==> config.mk <==
export PLATFORM = sky130hd
export DESIGN_NAME = instr_fetch_flat
export DESIGN_NICKNAME = d
export VERILOG_FILES = /design/src/rtl/fetch_pkg.sv /design/src/rtl/instr_fetch_if.sv /design/src/rtl/branch_target.sv /design/src/rtl/instr_fetch.sv /design/src/flat_wrapper.sv
export SDC_FILE = /design/constraint.sdc
export NUM_CORES = 1
export LEC_CHECK = 0
export BUFFER_PORTS_ARGS = -buffer_cell sky130_fd_sc_hd__buf_2
export CAP_MARGIN = 20
export CORE_ASPECT_RATIO = 0.9
export CORE_UTILIZATION = 52
export DETAILED_ROUTE_END_ITERATION = 12
export PLACE_DENSITY = 0.82
export SYNTH_ARGS = -nofsm -noshare
export SYNTH_HDL_FRONTEND = slang
export SYNTH_HIERARCHICAL = 1
export SYNTH_SLANG_ARGS = --single-unit
==> constraint.sdc <==
create_clock -name clk -period 4.9 [get_ports clk]
set_clock_uncertainty 0.15 [all_clocks]
set_input_delay 0.735 -clock clk [delete_from_list [all_inputs] [get_ports clk]]
set_output_delay 0.735 -clock clk [all_outputs]
set_load 0.02 [all_outputs]
==> src/rtl/fetch_pkg.sv <==
// Shared definitions for the instruction fetch stage.
//   fetch_state_e : fetch sequencer states (request, issue, halt)
//   HLT_ENCODING  : instruction word that stops fetch when FETCH_HALT_EN is defined
//   BR_ADDR26_*   : bit positions of the unconditional branch offset field
//   COND_ADDR19_* : bit positions of the conditional branch offset field
package fetch_pkg;

    localparam int unsigned INSTR_WIDTH = 32;

    localparam logic [INSTR_WIDTH-1:0] HLT_ENCODING = 32'hD440_0000;

    localparam int unsigned BR_ADDR26_MSB   = 25;
    localparam int unsigned BR_ADDR26_LSB   = 0;
    localparam int unsigned BR_ADDR26_W     = BR_ADDR26_MSB - BR_ADDR26_LSB + 1;
    localparam int unsigned COND_ADDR19_MSB = 23;
    localparam int unsigned COND_ADDR19_LSB = 5;
    localparam int unsigned COND_ADDR19_W   = COND_ADDR19_MSB - COND_ADDR19_LSB + 1;

    typedef enum logic [1:0] {
        StReq,
        StIssue,
        StHalt
    } fetch_state_e;

endpackage

==> src/rtl/instr_fetch_if.sv <==
// Bundles the instruction-memory and decode-side signals of the fetch stage.
//   master : the fetch stage (drives request, address, instruction, pc_out, halted)
//   slave  : memory + decode/control environment (drives ack, data, ready, branch controls)
interface instr_fetch_if
    import fetch_pkg::*;
#(
    parameter int unsigned PC_WIDTH = 64
);
    // Instruction memory side
    logic                   imem_req;
    logic [PC_WIDTH-1:0]    imem_addr;
    logic                   imem_ack;
    logic [INSTR_WIDTH-1:0] imem_data;
    // Decode side
    logic [INSTR_WIDTH-1:0] instr;
    logic                   instr_valid;
    logic                   instr_ready;
    logic [PC_WIDTH-1:0]    pc_out;
    logic                   br_taken;
    logic                   uncond_br;
    logic                   halted;

    modport master (
        output imem_req, imem_addr, instr, instr_valid, pc_out, halted,
        input  imem_ack, imem_data, instr_ready, br_taken, uncond_br
    );

    modport slave (
        input  imem_req, imem_addr, instr, instr_valid, pc_out, halted,
        output imem_ack, imem_data, instr_ready, br_taken, uncond_br
    );

endinterface

==> src/rtl/branch_target.sv <==
// Combinational branch target adder.
//   instr     : instruction holding the offset field
//   uncond_br : 1 selects the 26-bit field instr[25:0], 0 the 19-bit field instr[23:5]
//   pc        : PC of the branch instruction
//   target    : pc + (sign-extended field << 2), wrapping modulo 2^PC_WIDTH
module branch_target
    import fetch_pkg::*;
#(
    parameter int unsigned PC_WIDTH = 64
) (
    input  logic [INSTR_WIDTH-1:0] instr,
    input  logic                   uncond_br,
    input  logic [PC_WIDTH-1:0]    pc,
    output logic [PC_WIDTH-1:0]    target
);

    logic [BR_ADDR26_W-1:0]   br_addr26;
    logic [COND_ADDR19_W-1:0] cond_addr19;
    logic [PC_WIDTH-1:0]      offset_sext;
    logic                     unused_opcode;

    assign br_addr26     = instr[BR_ADDR26_MSB:BR_ADDR26_LSB];
    assign cond_addr19   = instr[COND_ADDR19_MSB:COND_ADDR19_LSB];
    // Opcode bits are decoded elsewhere; only the offset fields matter here.
    assign unused_opcode = ^instr[INSTR_WIDTH-1:BR_ADDR26_MSB+1];

    // Sign-extend to the full PC width first so the shift cannot drop the sign.
    always_comb begin
        offset_sext = '0;
        if (uncond_br) begin
            offset_sext = {{(PC_WIDTH-BR_ADDR26_W){br_addr26[BR_ADDR26_W-1]}}, br_addr26};
        end else begin
            offset_sext = {{(PC_WIDTH-COND_ADDR19_W){cond_addr19[COND_ADDR19_W-1]}},
                           cond_addr19};
        end
    end

    assign target = pc + (offset_sext << 2);

endmodule

==> src/rtl/instr_fetch.sv <==
// Instruction fetch stage: holds the PC, fetches 32-bit words over a req/ack handshake
// and presents them to decode over a valid/ready handshake. The next PC (PC+4 or a
// branch target) is resolved in the cycle decode accepts the instruction.
//   clk   : system clock, rising edge
//   reset : synchronous, active-high
//   bus   : instr_fetch_if.master (imem_req/addr/ack/data, instr/instr_valid/instr_ready,
//           pc_out, br_taken, uncond_br, halted)
// Optional build macro FETCH_HALT_EN: accepting HLT #0 (32'hD4400000) parks the stage in
// a halt state until reset; without it halted is tied low and HLT is an ordinary word.
module instr_fetch
    import fetch_pkg::*;
#(
    parameter int unsigned        PC_WIDTH = 64,
    parameter logic [PC_WIDTH-1:0] RESET_PC = '0
) (
    input  logic           clk,
    input  logic           reset,
    instr_fetch_if.master  bus
);

    fetch_state_e           state_q, state_d;
    logic [PC_WIDTH-1:0]    pc_q, pc_d;
    logic [PC_WIDTH-1:0]    pc_out_q, pc_out_d;
    logic [INSTR_WIDTH-1:0] instr_q, instr_d;
    logic [PC_WIDTH-1:0]    br_target;
    logic                   req;
    logic                   valid;
    logic                   halted;

    branch_target #(
        .PC_WIDTH (PC_WIDTH)
    ) u_branch_target (
        .instr     (instr_q),
        .uncond_br (bus.uncond_br),
        .pc        (pc_out_q),
        .target    (br_target)
    );

    always_comb begin
        state_d  = state_q;
        pc_d     = pc_q;
        pc_out_d = pc_out_q;
        instr_d  = instr_q;
        req      = 1'b0;
        valid    = 1'b0;
        halted   = 1'b0;

        unique case (state_q)
            StReq: begin
                req = 1'b1;
                if (bus.imem_ack) begin
                    instr_d  = bus.imem_data;
                    pc_out_d = pc_q;
                    state_d  = StIssue;
                end
            end
            StIssue: begin
                valid = 1'b1;
                if (bus.instr_ready) begin
                    state_d = StReq;
                    pc_d    = bus.br_taken ? br_target : pc_out_q + PC_WIDTH'(4);
`ifdef FETCH_HALT_EN
                    if (instr_q == HLT_ENCODING) begin
                        state_d = StHalt;
                        pc_d    = pc_q;
                    end
`endif
                end
            end
            StHalt: begin
`ifdef FETCH_HALT_EN
                halted = 1'b1;
`else
                state_d = StReq;
`endif
            end
            default: begin
                state_d = StReq;
            end
        endcase
    end

    always_ff @(posedge clk) begin
        if (reset) begin
            state_q  <= StReq;
            pc_q     <= RESET_PC;
            pc_out_q <= RESET_PC;
            instr_q  <= '0;
        end else begin
            state_q  <= state_d;
            pc_q     <= pc_d;
            pc_out_q <= pc_out_d;
            instr_q  <= instr_d;
        end
    end

    // The request is gated by reset so memory never sees a fetch while reset is held.
    assign bus.imem_req    = req & ~reset;
    assign bus.imem_addr   = pc_q;
    assign bus.instr       = instr_q;
    assign bus.instr_valid = valid;
    assign bus.pc_out      = pc_out_q;
    assign bus.halted      = halted;

endmodule

==> src/flat_wrapper.sv <==
// flat-port wrapper written by rule: the top's interface ports become plain ports
module instr_fetch_flat import fetch_pkg::*;
#(
    parameter int unsigned        PC_WIDTH = 64,
    parameter logic [PC_WIDTH-1:0] RESET_PC = '0
)
  (clk, reset, bus_imem_req, bus_imem_addr, bus_instr, bus_instr_valid, bus_pc_out, bus_halted, bus_imem_ack, bus_imem_data, bus_instr_ready, bus_br_taken, bus_uncond_br);
  instr_fetch_if #(.PC_WIDTH(PC_WIDTH)) bus_i ();
  input  logic clk;
  input  logic reset;
  output wire logic [$bits(bus_i.imem_req)-1:0] bus_imem_req;
  output wire logic [$bits(bus_i.imem_addr)-1:0] bus_imem_addr;
  output wire logic [$bits(bus_i.instr)-1:0] bus_instr;
  output wire logic [$bits(bus_i.instr_valid)-1:0] bus_instr_valid;
  output wire logic [$bits(bus_i.pc_out)-1:0] bus_pc_out;
  output wire logic [$bits(bus_i.halted)-1:0] bus_halted;
  input wire logic [$bits(bus_i.imem_ack)-1:0] bus_imem_ack;
  input wire logic [$bits(bus_i.imem_data)-1:0] bus_imem_data;
  input wire logic [$bits(bus_i.instr_ready)-1:0] bus_instr_ready;
  input wire logic [$bits(bus_i.br_taken)-1:0] bus_br_taken;
  input wire logic [$bits(bus_i.uncond_br)-1:0] bus_uncond_br;
  assign bus_imem_req = bus_i.imem_req;
  assign bus_imem_addr = bus_i.imem_addr;
  assign bus_instr = bus_i.instr;
  assign bus_instr_valid = bus_i.instr_valid;
  assign bus_pc_out = bus_i.pc_out;
  assign bus_halted = bus_i.halted;
  assign bus_i.imem_ack = bus_imem_ack;
  assign bus_i.imem_data = bus_imem_data;
  assign bus_i.instr_ready = bus_instr_ready;
  assign bus_i.br_taken = bus_br_taken;
  assign bus_i.uncond_br = bus_uncond_br;
  instr_fetch #(.PC_WIDTH(PC_WIDTH), .RESET_PC(RESET_PC)) u_core (.clk(clk), .reset(reset), .bus(bus_i));
endmodule
## After elaboration in Yosys (flattened, before gate mapping)

Cells that the tools add are included.

| word-level totals | value |
|---|---|
| register bits | 162 |
| input bits | 38 |
| output and inout bits | 163 |
| logic and storage cells | 22 |

| operators by class | value |
|---|---|
| $add $sub $neg | 2 |
| equal/unequal tests | 3 |
| mux-type cells | 7 |
| bitwise operators | 2 |
| reductions and logical operators | 4 |

Operator list:

| operator | count |
|---|---|
| adder 64 x 3 -> 64 bit (second input constant) | 1 |
| adder 64 bit | 1 |
| two-way mux 64 bit | 1 |
| two-way mux 62 bit | 1 |
| AND reduction 2 bit | 3 |
| two-way mux 2 bit | 2 |
| != test 2 bit (second input constant) | 2 |
| case mux 2 bit (2 select lines) | 1 |
| equality test 2 x 1 -> 1 bit (second input constant) | 1 |
| logical NOT 2 bit | 1 |
| two-way mux 1 bit | 2 |
| bitwise AND 1 bit | 1 |
| inverter 1 bit | 1 |

## Depth between registers and ports, before layout

Gate-level depths: netlist (run 1).

| logic depth | value |
|---|---|
| depth in word-level cells | 3 |
| gate-level depth with buffers | 18 |
| gate-level depth less buffers | 16 |

## By module

Netlist (run 1), hierarchy kept.

Modules (own cells, without submodules):

| module | times used | cells each | area each (µm²) | seq. area each (µm²) |
|---|---|---|---|---|
| instr_fetch | 1 | 903 | 7100.6 | 3223.1 |
| branch_target | 1 | 591 | 3978.8 | 0.0 |

## Least setup slack after synthesis (run 1)

Ideal clock, no wire load.

| timing path | value |
|---|---|
| path kind | input port to flip-flop |
| start point | input bus_uncond_br |
| end point | register u_core.pc_q[63], in the netlist u_core/bus.imem_addr[63] |
| arrival time | 4.460 ns |
| data required time | 4.628 ns |
| slack | 0.168 ns |
| stages | 17 |
| path through | clkbuf_1 -> nand2b_1 -> nand2_1 -> ha_1 -> clkbuf_1 -> a21oi_1 -> o21ai_0 -> a211oi_1 -> o21ai_0 -> a221o_1 -> a31oi_1 -> nor3b_1 -> nand3b_1 -> and3_1 -> a21oi_1 -> o21ai_0 -> a311o_1 |

| between the ends | value |
|---|---|
| longest elaborated chain between the ends | 3 |

RTL lines:

| what | line | RTL |
|---|---|---|
| start: declaration | flat_wrapper.sv:21 | `input wire logic [$bits(bus_i.uncond_br)-1:0] bus_uncond_br;` |
| two-way mux 62 bit | branch_target.sv:30 | `if (uncond_br) begin` |
| adder 64 bit | branch_target.sv:38 | `assign target = pc + (offset_sext << 2);` |
| net u_core.br_target[63] | instr_fetch.sv:25 | `logic [PC_WIDTH-1:0] br_target;` |
| two-way mux 64 bit | instr_fetch.sv:61 | `pc_d = bus.br_taken ? br_target : pc_out_q + PC_WIDTH'(4);` |
| end signal: assignment | instr_fetch.sv:91 | `pc_q <= pc_d;` |
| end: declaration | instr_fetch.sv:22 | `logic [PC_WIDTH-1:0] pc_q, pc_d;` |

The timed path passes the listed nets, and every way through them passes these cells.
A chain may end at the register's enable or synchronous reset.

## Worst setup path after layout (run 1)

Same ends and word-level chain as after synthesis.

==> summary.txt, run 1 <==
Pwr
  • Maximum VDD drop: 184.3 uV
  • Fraction of power consumed by combinational cells: 0.127
  • Internal power: 2.196 mW
  • Switching power as a share of total power: 0.2990
  • Power density over cell area: 242.8 nW/um^2
  • Switching power: 0.9370 mW
  • Leakage power of the design: 5.394 nW
  • Clock group share of total power: 0.437
  • Seq pwr share: 0.436

Global route
  • Busiest layer in global routing: met2
  • Global Route met2 Usage: 0.5040
  • Number of antenna violations at the first check in global routing: 0
  • Via count of the first global-routing pass: 10680
  • Pin count of the biggest net entering global routing: 97
  • Fraction of met3 tracks used by global routing: 0.05755
  • Global-route usage over all layers: 0.3284
  • Met1 routing resource usage after global routing: 0.4660
  • Global-route wire length before repair: 57.28 mm
  • Remaining global-route overflow: 0

Clocking
  • Maximum level of the CTS H-tree: 4
  • Clock network latency to the later pin of the worst-skew pair: 0.44 ns
  • Number of sinks driven by the clock tree: 161
  • Post-CTS setup-driven buffer insertion count: 0
  • CTS-repair resized insts: 0
  • Clock tree from TritonCTS: yes
  • Number of buffers inserted during clock tree synthesis: 17
  • Total of hold buffers inserted after clock tree synthesis: 0
  • CTS Root Cell: sky130_fd_sc_hd__clkbuf_16
  • Clock-pin transition on the worst setup and hold timing paths: 0.08 ns
  • Maximum clock path buffer count: 2

Timing
  • # setup viols final: 0
  • Final critical-path share of the clock period: 0.8734
  • Fmax achieved: 233.7 MHz
  • Max-slew violation count: 0
  • Worst slew slack as a fraction of its limit: 0.2818
  • Transition time of the tightest slew-check pin: 1.075 ns
  • Fin Setup TNS: 0 ns
  • Count of endpoints failing hold in the final timing report: 0
  • Final critical path time including I/O delays and setup: 4.279 ns
  • RSZ-0062 raised after global routing: false

Final layout
  • Share of final-layout standard cells stronger than drive strength 1: 0.1790
  • Area occupied by registers: 3223 sq um
  • Layout overhead on the synthesized area: 16.48%
  • Number of nets in the finished design: 1753
  • Footprint of the multi-input gates: 7477 sq um
  • Inserted Diodes: 0
  • Final-layout fill cell count: 1915
  • Commonest non-fill, non-tap cell in the layout: sky130_fd_sc_hd__nand2_1
  • Most used cells in the layout excluding fill and tap cells: 329 x sky130_fd_sc_hd__nand2_1, 198 x sky130_fd_sc_hd__buf_2, 188 x sky130_fd_sc_hd__a21oi_1
  • Filler-free cell count of the finished design: 1951

Worst setup path
  • Startpoint class of the critical path: primary input
  • Critical path buffers and inverters: 3
  • Data arrival time of the critical path: 4.45 ns
  • Critical path's largest stage delay: 0.36 ns
  • Count of cell instances traversed by the critical path: 18
  • Crit Path Class: primary input to register
  • Reg-to-Reg End: u_core/bus.imem_addr[60]
  • Critical-path cell with the highest stage delay: sky130_fd_sc_hd__ha_1
  • Largest driver fanout on the critical path: 37
  • Top Family by Delay on Critical Path: compound AO/OA/AOI/OAI gates
  • Critical Path RT: 5.07 ns
  • Source of the worst register-to-register timing path: u_core/bus.instr[5]
  • R2R depth: 16
  • Launch point of the critical path: bus_uncond_br
  • Critical Path End: u_core/bus.imem_addr[63]
  • Cells traversed along the worst timing path: buf_2 -> buf_4 -> nand2b_1 -> nand2_1 -> buf_12 -> ha_1 -> a21oi_1 -> o21ai_0 -> a21oi_1 -> o21ai_0 -> a221o_1 -> a31oi_1 -> nor3b_1 -> nand3b_1 -> and3_1 -> a21oi_1 -> o21ai_0 -> a311o_1
  • Crit. End Element: register
  • Setup slack of the most critical reg-to-reg path: 0.72 ns

Synthesis
  • Portion of the post-synthesis area used by sequential elements: 0.2909
  • Number of distinct standard cells referenced by the synthesized netlist: 72
  • Mean instance size in the synthesized netlist: 7.416 sq um
  • Fraction of registers with async set or reset after synthesis: 0
  • Yosys warning count: 6
  • Area share of the leading cell type in the synthesized netlist: 0.2909
  • Synth Instances: 1494
  • Post-synthesis register bit count: 161
  • Largest cells by area after synthesis: sky130_fd_sc_hd__dfxtp_1 29%, sky130_fd_sc_hd__nand2_1 11%, sky130_fd_sc_hd__a21oi_1 8.5%, sky130_fd_sc_hd__ha_1 7.0%, sky130_fd_sc_hd__xnor2_1 5.5%
  • Count of flip-flops with a built-in enable after synthesis: 0
  • Most area-hungry cell type in the Yosys netlist: sky130_fd_sc_hd__dfxtp_1
  • Primary FF master, synth: sky130_fd_sc_hd__dfxtp_1
  • Netlist area before placement: 11080 sq um
  • Total nets after synthesis: 1595

Detailed routing
  • Total length of routed wires: 36.33 mm
  • Average wire length per cell after detail routing: 18.62 um
  • Via density per instance: 6.029
  • Post-route DRC violation count: 0
  • Iteration count of the initial detailed-routing pass: 6
  • Number of nets with antenna violations after routing: 0
  • Number of vias after detailed routing: 11760
  • Number of violations reported at the end of detailed-routing iteration 0: 1306

Die
  • Die X-Extent: 155.9 um
  • Starting utilization of the core area: 0.5318
  • Die H: 140.5 um
  • Die Area: 21900 sq um
  • Number of core rows: 50
  • Core footprint: 20830 sq um
  • Number of top-level pins: 201

Placement
  • Final RePlAce weighted congestion: 0.9952
  • Final HPWL DP: 26.45 mm
  • Total instance count after detailed placement: 1919
  • Total of buffers placed on input and output ports: 199

Flow run
  • Max Cap Violations: 0

Status
  • Result of the run: completed

Hold path
  • Kind of path behind the tightest hold check: register to register
-- worst register-to-register path, delay by kind of cell, from the launching register on --
| family | cells | cell delay (ns) |
|---|---|---|
| compound gates | 8 | 2.10 |
| fa+ha+maj | 2 | 0.59 |
| simple gates | 3 | 0.42 |
| flops | 1 | 0.40 |
| mux | 1 | 0.19 |
| xor+xnor | 1 | 0.16 |
| buf+inv | 1 | 0.06 |
-- registers in the layout, summed over array words and instances, names as in the netlist --
register,cells
u_core/state_q,1
u_core/bus.instr,32
u_core/bus.imem_addr,64
u_core/bus.pc_out,64
-- per-stage QoR --
stage | power, mW | area, sq um | hold slack [ns] | util | setup slack, ns
global route | 3.237 | 12900 | 0.3294 | 0.6195 | 0.3906
global placement | 1.779 | 12320 | 0.2893 | 0.5915 | 0.3446
detailed placement | 1.784 | 12320 | 0.2960 | 0.5915 | 0.2757
floorplan | 1.655 | 11080 | 0.3845 | - | 0.1676
finish | 3.133 | 12900 | 0.3046 | 0.6195 | 0.6206
CTS | 3.135 | 12900 | 0.3062 | 0.6195 | 0.6943
-- kinds of logic (layout without fill, tap and decap cells) --
family / after synthesis / count (layout) / share of synthesized area
fa+ha+maj: 63 / 63 / 0.07182
compound gates: 440 / 440 / 0.2424
other cells: 1 / 1 / 0.0003385
buf+inv: 105 / 276 / 0.03670
flops: 161 / 161 / 0.2909
simple gates: 589 / 589 / 0.2468
xor+xnor: 113 / 113 / 0.08933
mux: 22 / 22 / 0.02180
-- routing by layer --
layer,wire (um),up-vias
met2,15760,548
li1,-,5643
met1,16620,5503
met4,894,0
met3,3051,68
met5,0,-
-- area by class of cell --
cell class / count / share of cell area
clock inverter: 14 / 0.01115
inverter: 26 / 0.007563
timing repair buffer: 218 / 0.09036
clock buffer: 18 / 0.03403
sequential: 161 / 0.2498
tap: 286 / 0.02773
multi-input combinational: 1228 / 0.5794
-- power by group through the flow --
stage                     registers, mW  clock network (mW)  logic, mW
after global routing               1.37                1.44      0.430
final                              1.37                1.37      0.397
after floorplan                    1.42                   0      0.234
after detailed placement           1.40                   0      0.389
after global placement             1.40                   0      0.384
after CTS                          1.37                1.38      0.391
-- how the worst min path moves through the flow --
stage	start	end	depth (start not counted)
3_5_place_dp	u_core/bus.instr[27]	u_core/bus.instr[27]	2
2_1_floorplan	u_core/bus.instr[26]	u_core/bus.instr[26]	2
4_1_cts	u_core/bus.instr[27]	u_core/bus.instr[27]	2
5_1_grt	u_core/bus.imem_addr[39]	u_core/bus.pc_out[39]	2
6_report	u_core/bus.imem_addr[39]	u_core/bus.pc_out[39]	2
3_3_place_gp	u_core/bus.instr[31]	u_core/bus.instr[31]	2
-- cells in the mapped netlist (3+ instances only) --
| cell type | count |
|---|---|
| sky130_fd_sc_hd__nand2_1 | 329 |
| sky130_fd_sc_hd__a21oi_1 | 188 |
| sky130_fd_sc_hd__dfxtp_1 | 161 |
| sky130_fd_sc_hd__o21ai_0 | 90 |
| sky130_fd_sc_hd__clkbuf_1 | 70 |
| sky130_fd_sc_hd__xnor2_1 | 70 |
| sky130_fd_sc_hd__nor2_1 | 68 |
| sky130_fd_sc_hd__ha_1 | 62 |
| sky130_fd_sc_hd__xor2_1 | 43 |
| sky130_fd_sc_hd__nand3_1 | 42 |
| sky130_fd_sc_hd__a22oi_1 | 39 |
| sky130_fd_sc_hd__nor3_1 | 34 |
| sky130_fd_sc_hd__nand4_1 | 28 |
| sky130_fd_sc_hd__inv_1 | 26 |
| sky130_fd_sc_hd__a21o_1 | 23 |
| sky130_fd_sc_hd__and3_1 | 18 |
| sky130_fd_sc_hd__mux2_2 | 17 |
| sky130_fd_sc_hd__a31oi_1 | 14 |
| sky130_fd_sc_hd__o21bai_1 | 12 |
| sky130_fd_sc_hd__and2_1 | 11 |
| sky130_fd_sc_hd__nor4_1 | 11 |
| sky130_fd_sc_hd__a211oi_1 | 10 |
| sky130_fd_sc_hd__and4_1 | 10 |
| sky130_fd_sc_hd__o21a_1 | 10 |
| sky130_fd_sc_hd__o211ai_1 | 7 |
| sky130_fd_sc_hd__a221oi_1 | 6 |
| sky130_fd_sc_hd__nand2b_1 | 6 |
| sky130_fd_sc_hd__nor2b_1 | 6 |
| sky130_fd_sc_hd__buf_1 | 5 |
| sky130_fd_sc_hd__mux2i_1 | 5 |
| sky130_fd_sc_hd__a221o_1 | 4 |
| sky130_fd_sc_hd__or3_1 | 4 |
| sky130_fd_sc_hd__and2_2 | 3 |
| sky130_fd_sc_hd__buf_4 | 3 |
| sky130_fd_sc_hd__nand4_4 | 3 |
| sky130_fd_sc_hd__nor4_2 | 3 |
| sky130_fd_sc_hd__o22ai_1 | 3 |
| sky130_fd_sc_hd__o31ai_1 | 3 |
| sky130_fd_sc_hd__or2_2 | 3 |
Power figures use the tool's default switching activity.
==> run 2: changes to the inputs <==
CORE_UTILIZATION = 38   (was 52)
PLACE_DENSITY = 0.64   (was 0.82)
==> summary.txt, run 2 (synthesized netlist as in run 1, its figures left out) <==
Status
  • Result of the run: completed

Global route
  • Global-route usage over all layers: 0.2580 (-0.07043)
  • Via count of the first global-routing pass: 10500 (-1.7%)
  • Number of antenna violations at the first check in global routing: 0 (unchanged)
  • Remaining global-route overflow: 0 (unchanged)
  • Pin count of the biggest net entering global routing: 97 (unchanged)
  • Global-route wire length before repair: 60.03 mm (+4.8%)

Hold path
  • Cells on Worst Hold Path: 2 (unchanged)
  • Kind of path behind the tightest hold check: register to register

Timing
  • Transition time of the tightest slew-check pin: 0.7919 ns (-0.2832 ns)
  • Worst slew slack as a fraction of its limit: 0.4721 (+0.1903)
  • RSZ-0062 raised after global routing: false
  • Max-slew violation count: 0 (unchanged)
  • Final critical-path share of the clock period: 0.8461 (-0.02725)
  • Final critical path time including I/O delays and setup: 4.146 ns (-0.1335 ns)
  • Fmax achieved: 241.2 MHz (+3.2%)
  • # setup viols final: 0 (unchanged)
  • Count of endpoints failing hold in the final timing report: 0 (unchanged)
  • Fin Setup TNS: 0 ns (unchanged)

Clocking
  • Clock network latency to the later pin of the worst-skew pair: 0.45 ns (about the same)
  • Clock-pin transition on the worst setup and hold timing paths: 0.07 ns (about the same)
  • Number of sinks driven by the clock tree: 161 (unchanged)
  • Clock tree from TritonCTS: yes
  • CTS-repair resized insts: 0 (unchanged)
  • Post-CTS setup-driven buffer insertion count: 0 (unchanged)
  • Maximum clock path buffer count: 2 (unchanged)
  • Maximum level of the CTS H-tree: 4 (unchanged)
  • Number of buffers inserted during clock tree synthesis: 17 (unchanged)
  • CTS Root Cell: sky130_fd_sc_hd__clkbuf_16
  • Total of hold buffers inserted after clock tree synthesis: 0 (unchanged)

Worst setup path
  • Crit. End Element: register
  • Largest driver fanout on the critical path: 4 (-89%)
  • Critical-path cell with the highest stage delay: sky130_fd_sc_hd__a2111o_1
  • Critical path buffers and inverters: 2 (-1)
  • Setup slack of the most critical reg-to-reg path: 0.81 ns (+0.09 ns)
  • Cells traversed along the worst timing path: buf_2 -> mux2_2 -> ha_1 -> inv_1 -> fa_1 -> and2b_2 -> o2111ai_2 -> a2111o_1 -> a2111oi_4 -> o2111ai_2 -> a211oi_2 -> a31oi_1 -> xnor2_1 -> nand3_1 -> a21oi_1 -> a21oi_1 -> nand2_1
  • Startpoint class of the critical path: primary input
  • R2R depth: 16 (unchanged)
  • Count of cell instances traversed by the critical path: 17 (-1)
  • Critical Path RT: 5.09 ns (+0.02 ns)
  • Data arrival time of the critical path: 4.33 ns (-0.12 ns)
  • Critical path's largest stage delay: 0.48 ns (+0.12 ns)
  • Top Family by Delay on Critical Path: compound AO/OA/AOI/OAI gates
  • Crit Path Class: primary input to register

Detailed routing
  • Total length of routed wires: 38.63 mm (+6.3%)
  • Number of vias after detailed routing: 11640 (-1.0%)
  • Via density per instance: 5.726 (-5.0%)
  • Number of violations reported at the end of detailed-routing iteration 0: 893 (-32%)
  • Post-route DRC violation count: 0 (unchanged)
  • Average wire length per cell after detail routing: 19.00 um (+2.0%)
  • Iteration count of the initial detailed-routing pass: 5 (-1)
  • Number of nets with antenna violations after routing: 0 (unchanged)

Pwr
  • Total Power Consumption: 3.237 mW (+3.3%)
  • Fraction of power consumed by combinational cells: 0.127 (about the same)
  • Switching power as a share of total power: 0.2781 (-0.02098)
  • Leakage power of the design: 5.473 nW (+1.5%)
  • Switching power: 0.9001 mW (-3.9%)
  • Clock group share of total power: 0.450 (+0.013)
  • Power density over cell area: 246.4 nW/um^2 (+1.5%)
  • Maximum VDD drop: 232.9 uV (+26%)
  • Internal power: 2.337 mW (+6.4%)
  • Seq pwr share: 0.423 (-0.013)

Die
  • Core footprint: 28300 sq um (+36%)
  • Number of core rows: 58 (+16%)
  • Die X-Extent: 182.0 um (+17%)
  • Number of top-level pins: 201 (unchanged)
  • Starting utilization of the core area: 0.3915 (-0.1404)
  • Die Area: 29840 sq um (+36%)
  • Die H: 164.0 um (+17%)

Placement
  • Total of buffers placed on input and output ports: 199 (unchanged)
  • Final RePlAce weighted congestion: 0.9830 (-1.2%)
  • Final HPWL DP: 28.64 mm (+8.3%)

Flow run
  • Max Cap Violations: 0 (unchanged)

Final layout
  • Number of nets in the finished design: 1762 (+0.51%)
  • Commonest non-fill, non-tap cell in the layout: sky130_fd_sc_hd__nand2_1
  • Final-layout fill cell count: 2938 (+53%)
  • Share of final-layout standard cells stronger than drive strength 1: 0.1829 (+0.003926)
  • Inserted Diodes: 0 (unchanged)
  • Layout overhead on the synthesized area: 18.60%
  • Most used cells in the layout excluding fill and tap cells: 329 x sky130_fd_sc_hd__nand2_1, 198 x sky130_fd_sc_hd__buf_2, 188 x sky130_fd_sc_hd__a21oi_1
## run 2: final timing paths
check / start / endpoint
max: bus_uncond_br / u_core/bus.imem_addr[60]
min: u_core/bus.instr[30] / u_core/bus.instr[30]
max reg2reg: u_core/bus.instr[5] / u_core/bus.imem_addr[60]
min reg2reg: u_core/bus.instr[30] / u_core/bus.instr[30]
## run 2: area by class of cell
| class | count | area [sq um] | share of cell area |
|---|---|---|---|
| inverters | 26 | 97.59 | 0.007427 |
| well taps | 360 | 450.4 | 0.03428 |
| clock inverters | 13 | 186.4 | 0.01419 |
| multi-input cells | 1228 | 7477 | 0.5690 |
| flip-flops and latches | 161 | 3223 | 0.2453 |
| clock buffers | 18 | 439.2 | 0.03342 |
| repair buffers | 227 | 1266 | 0.09636 |
## run 2: power groups by stage
stage,registers [mW],logic (mW),clock network [mW]
after global placement,1.40,0.395,0
after floorplan,1.42,0.234,0
after CTS,1.37,0.399,1.48
after detailed placement,1.40,0.398,0
final,1.37,0.410,1.46
after global routing,1.37,0.443,1.54
## run 2: layer usage
layer,up-vias,track usage,part of all wire
met2,417,0.3991,0.44
met4,0,0.06570,0.014
met1,5518,0.3741,0.49
li1,5670,-,-
met3,36,0.03659,0.062
met5,-,0,0
## run 2: stage by stage
| step | setup WS, ns | hold WS [ns] | area [sq um] | util | cells |
|---|---|---|---|---|---|
| floorplan | 0.1676 | 0.3845 | 11080 | - | 1494 |
| global placement | 0.3786 | 0.2897 | 12470 | 0.4405 | 2000 |
| detailed placement | 0.3564 | 0.2974 | 12470 | 0.4405 | 2000 |
| CTS | 0.8201 | 0.3068 | 13090 | 0.4626 | 2031 |
| global route | 0.5499 | 0.3248 | 13140 | 0.4643 | 2033 |
| finish | 0.7541 | 0.3050 | 13140 | 0.4643 | 2033 |
## run 2: worst min-delay path: stages (launching register included)
cell	delay (ns)
sky130_fd_sc_hd__dfxtp_1	0.31
sky130_fd_sc_hd__nand2_1	0.05
sky130_fd_sc_hd__a21oi_1	0.05
